$ cat src/rtl/uart_pkg.sv
// uart_pkg: definitions shared by the UART transmit and receive paths.
//   uart_state_e      - serializer FSM state, 3-bit encoding
//   UART_IDLE_LVL     - line level while idle and during stop bits
//   UART_START_LVL    - line level of the start bit
//   uart_frame_cfg_t  - per-frame configuration, captured once per frame
//   even_parity()     - XOR of up to UART_MAX_DATA_W data bits
package uart_pkg;

    typedef enum logic [2:0] {
        IDLE   = 3'd0,
        START  = 3'd1,
        DATA   = 3'd2,
        PARITY = 3'd3,
        STOP   = 3'd4
    } uart_state_e;

    localparam logic UART_IDLE_LVL  = 1'b1;
    localparam logic UART_START_LVL = 1'b0;

    localparam int UART_MAX_DATA_W = 9;

    typedef struct packed {
        logic parity_en;
        logic parity_odd;
        logic stop2;
    } uart_frame_cfg_t;

    // Narrower words are zero-extended by the caller; the extra zeros do not
    // change the XOR.
    function automatic logic even_parity(input logic [UART_MAX_DATA_W-1:0] d);
        return ^d;
    endfunction

endpackage

$ cat src/rtl/uart_baud_tick.sv
// uart_baud_tick: bit-period divisor counter.
//   clk, rst_n  - clock, synchronous active-low reset
//   load        - capture div and restart the count at 0
//   run         - count while high; held at its value while low
//   div         - divisor; one bit period is div+1 cycles
//   bit_end     - high in the last cycle of each bit period
module uart_baud_tick #(
    parameter int DIV_W = 16
) (
    input  logic             clk,
    input  logic             rst_n,
    input  logic             load,
    input  logic             run,
    input  logic [DIV_W-1:0] div,
    output logic             bit_end
);

    logic [DIV_W-1:0] div_q;
    logic [DIV_W-1:0] cnt_q;

    assign bit_end = run & (cnt_q == div_q);

    always_ff @(posedge clk) begin
        if (!rst_n) begin
            div_q <= '0;
            cnt_q <= '0;
        end else if (load) begin
            // load wins over the wrap so a back-to-back frame restarts at 0
            div_q <= div;
            cnt_q <= '0;
        end else if (run) begin
            cnt_q <= bit_end ? '0 : cnt_q + DIV_W'(1);
        end
    end

endmodule

$ cat src/rtl/uart_tx_serializer.sv
// uart_tx_serializer: drains a prefetch TX FIFO and serializes each word as
// start bit, DATA_W data bits LSB first, optional parity, 1 or 2 stop bits.
//   clk, rst_n        - clock, synchronous active-low reset
//   tx_en             - allows new pops; a frame in flight always completes
//   baud_div          - bit period = baud_div+1 cycles (sampled at pop)
//   parity_en/_odd    - parity insertion and sense (sampled at pop)
//   stop2             - two stop bits when high (sampled at pop)
//   fifo_data/fifo_vld- FIFO head word and its valid
//   fifo_rd_en        - read enable towards the FIFO
//   txd               - registered serial line, idle high
//   tx_busy           - high from the cycle after a pop until the frame ends
//   frame_done        - pulse in the last cycle of the final stop bit
//   dbg_state         - current FSM state
//
// FIFO handshake: fifo_vld is the valid, fifo_rd_en the ready; a word
// transfers (pop) in any cycle where both are high. fifo_rd_en is built from
// registered state and tx_en only, so it never depends on fifo_vld and no
// combinational loop can form through the FIFO.
module uart_tx_serializer
    import uart_pkg::*;
#(
    parameter int DATA_W = 8,
    parameter int DIV_W  = 16
) (
    input  logic              clk,
    input  logic              rst_n,
    input  logic              tx_en,
    input  logic [DIV_W-1:0]  baud_div,
    input  logic              parity_en,
    input  logic              parity_odd,
    input  logic              stop2,
    input  logic [DATA_W-1:0] fifo_data,
    input  logic              fifo_vld,
    output logic              fifo_rd_en,
    output logic              txd,
    output logic              tx_busy,
    output logic              frame_done,
    output uart_state_e       dbg_state
);

    localparam int IDX_W = $clog2(DATA_W);
    localparam logic [IDX_W-1:0] LAST_IDX = IDX_W'(DATA_W - 1);

    uart_state_e      state_q, state_n;
    uart_frame_cfg_t  cfg_q;
    logic [DATA_W-1:0] shreg_q;
    logic [IDX_W-1:0] bit_idx_q;
    logic             stop_idx_q;
    logic             par_even_q;
    logic             txd_q, txd_n;
    logic             shift_en;
    logic             bit_end;
    logic             pop;
    logic             stop_last;

    uart_baud_tick #(.DIV_W(DIV_W)) u_baud (
        .clk     (clk),
        .rst_n   (rst_n),
        .load    (pop),
        .run     (state_q != IDLE),
        .div     (baud_div),
        .bit_end (bit_end)
    );

    // Final cycle of the final stop bit: the only in-frame cycle that may pop.
    assign stop_last  = (state_q == STOP) & bit_end & (stop_idx_q == cfg_q.stop2);
    assign fifo_rd_en = rst_n & tx_en & ((state_q == IDLE) | stop_last);
    assign pop        = fifo_vld & fifo_rd_en;

    assign txd        = txd_q;
    assign tx_busy    = (state_q != IDLE);
    assign frame_done = stop_last;
    assign dbg_state  = state_q;

    // txd_n is the line level for the next cycle, so txd is registered with
    // the state it belongs to.
    always_comb begin
        state_n  = state_q;
        txd_n    = txd_q;
        shift_en = 1'b0;
        case (state_q)
            IDLE: begin
                txd_n = UART_IDLE_LVL;
                if (pop) begin
                    state_n = START;
                    txd_n   = UART_START_LVL;
                end
            end
            START: begin
                if (bit_end) begin
                    state_n  = DATA;
                    txd_n    = shreg_q[0];
                    shift_en = 1'b1;
                end
            end
            DATA: begin
                if (bit_end) begin
                    if (bit_idx_q == LAST_IDX) begin
                        if (cfg_q.parity_en) begin
                            state_n = PARITY;
                            txd_n   = par_even_q ^ cfg_q.parity_odd;
                        end else begin
                            state_n = STOP;
                            txd_n   = UART_IDLE_LVL;
                        end
                    end else begin
                        txd_n    = shreg_q[0];
                        shift_en = 1'b1;
                    end
                end
            end
            PARITY: begin
                if (bit_end) begin
                    state_n = STOP;
                    txd_n   = UART_IDLE_LVL;
                end
            end
            STOP: begin
                if (stop_last) begin
                    if (pop) begin
                        state_n = START;
                        txd_n   = UART_START_LVL;
                    end else begin
                        state_n = IDLE;
                        txd_n   = UART_IDLE_LVL;
                    end
                end
            end
            default: begin
                state_n = IDLE;
                txd_n   = UART_IDLE_LVL;
            end
        endcase
    end

    always_ff @(posedge clk) begin
        if (!rst_n) begin
            state_q    <= IDLE;
            txd_q      <= UART_IDLE_LVL;
            shreg_q    <= '0;
            cfg_q      <= '0;
            par_even_q <= 1'b0;
            bit_idx_q  <= '0;
            stop_idx_q <= 1'b0;
        end else begin
            state_q <= state_n;
            txd_q   <= txd_n;
            if (pop) begin
                // shreg_q[0] is always the next data bit to put on the line
                shreg_q    <= fifo_data;
                cfg_q      <= {parity_en, parity_odd, stop2};
                par_even_q <= even_parity(UART_MAX_DATA_W'(fifo_data));
                bit_idx_q  <= '0;
                stop_idx_q <= 1'b0;
            end else begin
                if (shift_en) begin
                    shreg_q <= shreg_q >> 1;
                end
                if ((state_q == DATA) && bit_end) begin
                    bit_idx_q <= bit_idx_q + IDX_W'(1);
                end
                if ((state_q == STOP) && bit_end && !stop_last) begin
                    stop_idx_q <= 1'b1;
                end
            end
        end
    end

endmodule

$ cat config.mk
export PLATFORM = sky130hd
export DESIGN_NAME = uart_tx_serializer
export DESIGN_NICKNAME = d
export VERILOG_FILES = /design/src/rtl/uart_pkg.sv /design/src/rtl/uart_baud_tick.sv /design/src/rtl/uart_tx_serializer.sv
export SDC_FILE = /design/constraint.sdc
export NUM_CORES = 1
export LEC_CHECK = 0
export CORE_UTILIZATION = 54
export DETAILED_ROUTE_END_ITERATION = 10
export PLACE_DENSITY = 0.79
export SKIP_LAST_GASP = 1
export SYNTH_ARGS = -nofsm -noshare
export SYNTH_HDL_FRONTEND = slang
export SYNTH_SLANG_ARGS = --single-unit
$ cat constraint.sdc
create_clock -name clk -period 2.64 [get_ports clk]
set_input_delay 0.264 -clock clk [delete_from_list [all_inputs] [get_ports clk]]
set_output_delay 0.264 -clock clk [all_outputs]
set_load 0.01 [all_outputs]
==> metrics, run 1 <==
crit end category=output port; CP arrival=2.26 ns; max-slew violation count=0; final instance area=~0.0031 sq mm; Antenna Nets Post-Route=0; Post-layout nets=360; Yosys warnings=0; critical path class=register to output port; failing checks=DRC; DRT iter0 DRCs=110; ys flop type=dfxtp_1; Max-Slew Margin vs Limit=61.6%; Worst R2R Start=u_baud.cnt_q[3]$_SDFFE_PP0P_; Starting Density=57.7%; Via Count=2057; RePlAce Congestion=between 0.8 and 0.9; aggregate routed wire length=5.16 mm; max layer used=met4; sequential-to-total area share from yosys stat=40.3%; initial antenna violation count=0; pin count of the biggest net entering global routing=43; HP Class=register to register; commonest cells in the netlist=dfxtp_1, nor2_1, xnor2_1; Num CTS Buffers=5; Final min period=about 2.5 ns; Synth Cell Area=0.00258 sq mm; max cap viols=0; Post CTS Setup Buffer Count=0; ANT cells=0; Hold Slack=0.470 ns; synth unique cells=39; area grow syn2layout=21.0%; core area=~0.0045 sq mm; syn nets=322; CTS tree=built; RR Endpoint=shreg_q[7]$_SDFFE_PN0P_; Max Buffers Root-to-Sink=2; Synth area leaders=dfxtp_1, xnor2_1, mux2i_1; first-pass GRT wire length=8.98 mm; drt pass-1 iters=8; CP max FO=3; io pins=38; vias per cell=about 5.4; hold_sp=txd$_SDFFE_PN1P_; Hold Path Depth=2; Worst-path clk slew=0.09 ns; Syn Inst Count=288; hpwl dp=approximately 3.7 mm; Synth Register Bits=52; placed cell areas=0.00303 sq mm; clock root cell=clkbuf_8; post-layout util=between 60% and 70%; Multi-input gate area=0.00146 sq mm; vias in the first global route=2014; Peak VDD IR=0.000359 V; setup slack, reg-to-reg=0.49 ns; M1 WL=around 2.4 mm; Die H=approximately 71 um; EDFF count, synth=0; worst clock skew=0.00536 ns; fmax=396 MHz; routed wl met2=2.45 mm; most common cell in the netlist=dfxtp_1; Pwr Density=516 mW/mm^2; met3 routed WL=200 um; run status=finished, violations left; # setup viols final=0; IO buf count=37; worst skew pair latency=0.31 ns; die width=71.1 um; Routed wire per std cell=~14 um; crit start category=register; total gr overflow=0; fraction of layout cells with a size suffix above 1=6.42%; Final Hold Vio Count=0; WP data required=2.38 ns; FF-to-FF path depth=7; GRT Total Usage=22.7%; actual slew at the worst max-slew pin=0.575 ns; Hold EP=txd$_SDFFE_PN1P_; syn_area_per_cell=roughly 9 sq um; fin crit share=95.6%; DRC=3; Die Area=0.00506 sq mm; ys async rst share=0%; Yosys top cell by area=dfxtp_1; Core Rows=24; TritonCTS Sinks=52; Filler cells=347; register area=0.00104 sq mm; Leak=1.26 nW; Synth top area share=40.3%; H-tree depth=2
-- cell usage in the layout (no fill, tap or decap), types with 2 or more instances in the layout --
cell             instances
a21oi_1                  4
a31oi_1                  3
and3_1                   6
buf_4                   10
clkbuf_1                 2
clkbuf_8                 5
clkdlybuf4s50_1         36
dfxtp_1                 51
ha_1                     3
inv_1                    6
mux2i_1                 25
nand2_1                 24
nand3_1                  3
nand4_1                 13
nor2_1                  31
nor2b_1                 23
nor3_1                   2
nor3b_1                  3
o21ai_0                  9
o221ai_1                 5
xnor2_1                 31
xor2_1                  10
-- sequential cells by signal, summed over array words and instances, names as in the netlist --
register / count
par_even_q: 1
txd: 1
dbg_state: 3
bit_idx_q: 3
cfg_q: 3
u_baud.cnt_q: 16
shreg_q: 8
u_baud.div_q: 16
stop_idx_q: 1
-- report_power, final --
part,switching [W],internal [W]
logic,0.000155,0.000159
registers,0.0000278,0.000821
clock network,0.000258,0.000190
total,0.000441,0.00117
-- repair_timing --
item	4_1_cts	5_1_grt
gates cloned	0	0
setup endpoints to repair	1	1
hold buffers	0	0
resized for setup	2	2
pin swaps	0	0
-- kinds of logic (layout without fill, tap and decap cells) --
logic type      Yosys count  count (layout)  share of synthesized area (%)
fa+ha+maj                 3               3                           1.46
buf+inv                  22              61                           3.78
xor+xnor                 41              41                           13.9
flops                    52              52                           40.3
compound gates           32              32                           8.39
simple gates            113             113                           22.4
mux                      25              25                           9.70
-- layout make-up --
cell class                 instances  share of cell area, %
sequential                        52                   33.4
clock inverter                     1                  0.281
tap                               52                   2.08
timing repair buffer              47                   14.2
inverter                           6                  0.721
clock buffer                       7                   2.44
multi-input combinational        214                   46.9
-- stage by stage --
stage	total power (W)	cells	setup TNS, ns	setup WS, ns
2_1_floorplan	0.00106	288	0	0.486
3_3_place_gp	0.00117	371	0	0.171
3_5_place_dp	0.00117	371	0	0.170
4_1_cts	0.00162	379	0	0.151
5_1_grt	0.00169	379	-0.0487	-0.0487
6_report	0.00161	379	0	0.116
-- worst max-delay path, cell delays in order, from the launching register on --
cell           delay, ns
dfxtp_1             0.41
xnor2_1             0.15
nand4_1             0.17
nor4_4              0.33
nand2_1             0.15
a2111oi_1           0.44
dlygate4sd2_1       0.31
-- worst max-delay path by stage --
| stage | startpoint | endpoint | cells after the start |
|---|---|---|---|
| global placement | u_baud.cnt_q[3]$_SDFFE_PP0P_ | fifo_rd_en | 6 |
| CTS | u_baud.cnt_q[10]$_SDFFE_PP0P_ | fifo_rd_en | 6 |
| floorplan | u_baud.cnt_q[2]$_SDFFE_PP0P_ | fifo_rd_en | 6 |
| global route | u_baud.cnt_q[3]$_SDFFE_PP0P_ | fifo_rd_en | 6 |
| finish | u_baud.cnt_q[3]$_SDFFE_PP0P_ | fifo_rd_en | 6 |
| detailed placement | u_baud.cnt_q[10]$_SDFFE_PP0P_ | fifo_rd_en | 6 |
-- routing by layer --
metal | vias up | track usage, %
met2 | 49 | 37.8
met5 | - | 0
met1 | 935 | 29.1
li1 | 1066 | -
met4 | 0 | 7.78
met3 | 7 | 5.27
No activity file was read; power rests on OpenSTA's default activity.
==> run 2, diff against run 1 <==
--- a/config.mk
+++ b/config.mk
@@ -6,6 +6,7 @@
 export NUM_CORES = 1
 export LEC_CHECK = 0
 export CORE_UTILIZATION = 54
+export CTS_CLUSTER_SIZE = 12
 export DETAILED_ROUTE_END_ITERATION = 10
 export PLACE_DENSITY = 0.79
 export SKIP_LAST_GASP = 1
==> constraint.sdc (replaced) <==
create_clock -name clk -period 2.64 [get_ports clk]
set_input_delay 0.264 -clock clk [delete_from_list [all_inputs] [get_ports clk]]
set_output_delay 0.264 -clock clk [all_outputs]
set_load 0.005 [all_outputs]
==> run 2 against run 1 <==
Against the previous run: the run still ends with DRC left; sequential share of layout area up 0.16 points; count of clock-buffer cells in the layout increased by 1; hold slack lost 0.0039 ns; critical endpoint is now frame_done.
==> metrics, run 2 (synthesis gave the netlist of run 1 again) <==
run status=finished, violations left; failing checks=DRC; core area=0.00447 sq mm (unchanged); # hold bufs at CTS=0 (unchanged); Pwr Density=525 mW/mm^2 (+1.7%); DRT iter0 DRCs=171 (+55%); fin crit share=94.5% (-1.1 points); power consumption=0.00163 W (+1.3%); aggregate routed wire length=4.82 mm (-6.6%); top flop regs=u_baud.cnt_q x16, u_baud.div_q x16, shreg_q x8; fraction of layout cells with a size suffix above 1=6.17% (-0.25 points); worst skew pair latency=0.30 ns (about the same); post-layout util=69.5% (-0.25 points); crit end category=output port; actual slew at the worst max-slew pin=0.548 ns (-0.0268 ns); commonest cells after routing, fill and taps aside=dfxtp_1, clkdlybuf4s50_1, nor2_1, xnor2_1, mux2i_1; CP arrival=2.23 ns (-0.03 ns); # setup viols final=0 (unchanged); vias per cell=5.46 (+0.65%); max-slew violation count=0 (unchanged); most common cell after layout, fill and taps aside=dfxtp_1; initial antenna violation count=0 (unchanged); Final min period=2.50 ns (-0.0286 ns); Starting Density=57.7% (unchanged); Core Rows=24 (unchanged); Leak=1.25 nW (-0.96%); HP Class=register to register; drt pass-1 iters=7 (-1); fmax=401 MHz (+1.1%); vias in the first global route=1832 (-9.0%); clock root cell=clkbuf_8; critical path class=register to output port; io pins=38 (unchanged); final instance area=0.00311 sq mm (-0.36%); area grow syn2layout=20.6%; Sum Neg Setup Slack=0 ns (unchanged); CP max FO=3 (unchanged); ANT cells=0 (unchanged); Max Buffers Root-to-Sink=2 (unchanged); max cap viols=0 (unchanged); total gr overflow=0 (unchanged); crit start category=register; Peak VDD IR=0.000320 V (-11%); worst clock skew=0.00858 ns (+0.00322 ns); placed cell areas=0.00300 sq mm (-0.99%); Num CTS Buffers=5 (unchanged); IO buf count=37 (unchanged); unrepaired setup endpoints after global routing=no; GRT Total Usage=21.1% (-1.6 points); Routed wire per std cell=12.8 um (-5.9%); Final Hold Vio Count=0 (unchanged); Post-layout nets=357 (-0.83%); CTS tree=built; TritonCTS Sinks=52 (unchanged); WP data required=2.38 ns (about the same); die width=71.1 um (unchanged); Max-Slew Margin vs Limit=63.4% (+1.8 points); RePlAce Congestion=0.876 (+2.7%); H-tree depth=2 (unchanged); Antenna Nets Post-Route=0 (unchanged); Die Area=0.00506 sq mm (unchanged); first-pass GRT wire length=8.55 mm (-4.8%); DRC=3 (unchanged); Hold Slack=0.466 ns (-0.00386 ns); Via Count=2054 (-0.15%); pin count of the biggest net entering global routing=43 (unchanged); Worst-path clk slew=0.09 ns (about the same); Die H=71.1 um (unchanged); hpwl dp=3.39 mm (-7.8%)
[run 2: report_power, final]
part / total (W) / leakage, nW / internal (W) / switching, W
clock network: 0.000467 / 0.0455 / 0.000214 / 0.000252
registers: 0.000850 / 0.423 / 0.000821 / 0.0000292
logic: 0.000316 / 0.779 / 0.000165 / 0.000151
[run 2: final cells by class]
class / count / area (sq um)
clock buffer: 8 / 90.1
fill: 362 / 1360
inverter: 6 / 22.5
multi-input combinational: 214 / 1470
sequential: 52 / 1040
tap: 52 / 65.1
timing repair buffer: 44 / 422
[run 2: timing repair]
action                                 CTS  global route
resized for setup                        5             1
buffers inserted                         1             0
setup endpoints to repair                1             1
gates cloned                             0             0
endpoints found under the hold margin    0             0
pin swaps                                1             0
[run 2: final timing paths]
check                                        to  slack (ns)  cells past startpoint                          from
setup / recovery                     frame_done        0.14                      7  u_baud.cnt_q[9]$_SDFFE_PP0P_
hold / removal                 txd$_SDFFE_PN1P_        0.47                      2              txd$_SDFFE_PN1P_
setup reg to reg  u_baud.cnt_q[15]$_SDFFE_PP0P_        0.51                      6     dbg_state[0]$_SDFFE_PN0P_
hold reg to reg                txd$_SDFFE_PN1P_        0.47                      2              txd$_SDFFE_PN1P_
[run 2: routing by layer]
layer,track usage [%],up-vias,share of wire [%]
met5,0,-,0
met4,7.11,0,1.4
met3,4.42,8,4.1
met2,30.7,50,43
met1,31.1,937,52
li1,-,1059,-
[run 2: stage by stage]
| step | setup WS, ns | cells |
|---|---|---|
| 2_1_floorplan | 0.711 | 288 |
| 3_3_place_gp | 0.222 | 367 |
| 3_5_place_dp | 0.181 | 367 |
| 6_report | 0.145 | 376 |
| 4_1_cts | 0.106 | 376 |
| 5_1_grt | 0.00753 | 376 |
[run 2: critical path, cell delays in order, from the launching register on]
cell,delay (ns)
dfxtp_1,0.39
xnor2_1,0.14
nand4_1,0.17
nor4_4,0.34
nand2_1,0.14
buf_4,0.16
nor2_1,0.09
clkdlybuf4s50_1,0.51
==> run 3, diff against run 2 <==
--- a/config.mk
+++ b/config.mk
@@ -5,6 +5,7 @@
 export SDC_FILE = /design/constraint.sdc
 export NUM_CORES = 1
 export LEC_CHECK = 0
+export CORE_ASPECT_RATIO = 0.7
 export CORE_UTILIZATION = 54
 export CTS_CLUSTER_SIZE = 12
 export DETAILED_ROUTE_END_ITERATION = 10
==> constraint.sdc (replaced) <==
create_clock -name clk -period 2.3 [get_ports clk]
set_input_delay 0.23 -clock clk [delete_from_list [all_inputs] [get_ports clk]]
set_output_delay 0.23 -clock clk [all_outputs]
set_load 0.005 [all_outputs]
==> run 3 against run 2 <==
Against the previous run: count of clock-buffer cells in the layout shrank 2; total power grew 18%; die area is essentially flat; sequential share of layout area shrank 2.3 points; combinational power grew 29%; via count grew 6.4%; largest cell class unchanged; first-iteration DRC count grew 22%; register-to-register slack lost 0.39 ns; sequential power grew 14%; critical path depth shrank 1; the run now ends clean; worst setup slack lost 0.047 ns.
==> metrics, run 3 (synthesis gave the netlist of run 1 again) <==
run status=completed; IO buf count=37 (unchanged); first-pass GRT wire length=9.26 mm (+8.3%); Hold EP=txd$_SDFFE_PN1P_; Final Instance Count excl. Fillers=405 (+7.7%); Routed wire per std cell=13.6 um (+6.0%); Starting Density=57.9% (+0.26 points); Max-Slew Margin vs Limit=73.7% (+10 points); io pins=38 (unchanged); vias per cell=5.40 (-1.2%); setup slack, reg-to-reg=0.12 ns (-0.39 ns); Sum Neg Setup Slack=0 ns (unchanged); HP Class=register to register; CP max FO=2 (-1); pin count of the biggest net entering global routing=35 (-19%); CTS tree=built; fraction of layout cells with a size suffix above 1=15.4% (+9.3 points); DRC=0 (-3); CP arrival=1.97 ns (-0.26 ns); unrepaired setup endpoints after global routing=yes; Peak VDD IR=0.000421 V (+32%); Via Count=2186 (+6.4%); area grow syn2layout=29.9%; crit start category=register; fmax=around 450 MHz; drt pass-1 iters=6 (-1); actual slew at the worst max-slew pin=0.392 ns (-0.157 ns); Num CTS Buffers=5 (unchanged); RR Endpoint=dbg_state[2]$_SDFFE_PN0P_; critical path class=register to output port; Max Buffers Root-to-Sink=2 (unchanged); max cap viols=0 (unchanged); Filler cells=334 (-7.7%); clock root cell=clkbuf_8; Worst R2R Start=u_baud.cnt_q[13]$_SDFFE_PP0P_; FF-to-FF path depth=7 (+1); hold_sp=txd$_SDFFE_PN1P_; Die Area=0.00506 sq mm (about the same); RePlAce Congestion=0.856 (-2.3%); Post CTS Setup Buffer Count=0 (-1); Worst-path clk slew=0.10 ns (about the same); GRT Total Usage=23.4% (+2.3 points); Leak=1.40 nW (+12%); Pwr Density=573 mW/mm^2 (+9.1%); Core Rows=20 (-17%); Antenna Nets Post-Route=0 (unchanged); DRT iter0 DRCs=209 (+22%); die width=84.6 um (+19%); core area=0.00445 sq mm (-0.45%); # hold bufs at CTS=0 (unchanged); Final Hold Vio Count=0 (unchanged); Post-layout nets=383 (+7.3%); top flop regs=u_baud.cnt_q x16, u_baud.div_q x16, shreg_q x8; max-slew violation count=0 (unchanged); hpwl dp=4.12 mm (+22%); TritonCTS Sinks=52 (unchanged); Die H=59.8 um (-16%); ANT cells=0 (unchanged); WP data required=2.07 ns (-0.31 ns); total gr overflow=0 (unchanged); H-tree depth=2 (unchanged); Hold Path Depth=2 (unchanged); # setup viols final=0 (unchanged); worst skew pair latency=0.30 ns (about the same); Final min period=2.20 ns; aggregate routed wire length=5.50 mm (+14%); DP Cell Count=397 (+8.2%); initial antenna violation count=0 (unchanged); vias in the first global route=2007 (+9.6%); crit end category=output port; commonest cells after routing, fill and taps aside=dfxtp_1, clkdlybuf4s50_1, buf_4; most common cell after layout, fill and taps aside=dfxtp_1; worst clock skew=0.00725 ns (-0.00133 ns); fin crit share=95.7%
-- run 3: where the power goes --
part	switching [W]	internal [W]
combinational	0.000196	0.000212
sequential	0.0000276	0.000943
clock	0.000297	0.000244
-- run 3: worst max-delay path by stage --
stage                 endpoint                     startpoint
detailed placement  fifo_rd_en   u_baud.div_q[7]$_SDFFE_PN0N_
floorplan           fifo_rd_en   u_baud.cnt_q[2]$_SDFFE_PP0P_
global route        fifo_rd_en  u_baud.cnt_q[13]$_SDFFE_PP0P_
finish              fifo_rd_en  u_baud.cnt_q[13]$_SDFFE_PP0P_
CTS                 fifo_rd_en   u_baud.cnt_q[7]$_SDFFE_PP0P_
global placement    fifo_rd_en   u_baud.div_q[7]$_SDFFE_PN0N_
-- run 3: critical path, stage by stage (launching register included) --
cell and delay (ns):
dfxtp_2 0.35, xnor2_2 0.15, nand4_1 0.19, nor4_4 0.38, nand2_2 0.12, a2111oi_4 0.30, buf_2 0.16
-- run 3: per-stage QoR --
stage	hold slack [ns]	total power [W]	area, sq um	util (%)	setup WS (ns)
floorplan	0.396	0.00122	2580	-	0.405
detailed placement	0.463	0.00138	3220	72.2	-0.162
CTS	0.477	0.00191	3320	74.5	-0.142
global route	0.507	0.00202	3350	75.2	-0.0370
global placement	0.453	0.00137	3220	72.2	-0.0426
finish	0.470	0.00192	3350	75.2	0.0981
-- run 3: layer usage --
metal  up-vias  wire (um)  global-route usage [%]
li1       1115          -                       -
met1      1003       2770                    32.6
met2        64       2420                    38.1
met3         4        288                    4.83
met4         0         28                    5.08
met5         -          0                       0
-- run 3: timing repair --
action	4_1_cts	5_1_grt
gates resized for setup	5	11
pin swaps	3	5
endpoints found under the hold margin	0	0
endpoints found under the setup margin	2	2
-- run 3: area by class of cell --
type | instances | area (sq um) | share of cell area [%]
multi-input cells | 214 | 1490 | 44.5
flip-flops and latches | 52 | 1050 | 31.3
repair buffers | 70 | 624 | 18.6
clock buffers | 6 | 82.6 | 2.46
well taps | 55 | 68.8 | 2.05
inverters | 6 | 22.5 | 0.672
clock inverters | 2 | 15.0 | 0.448
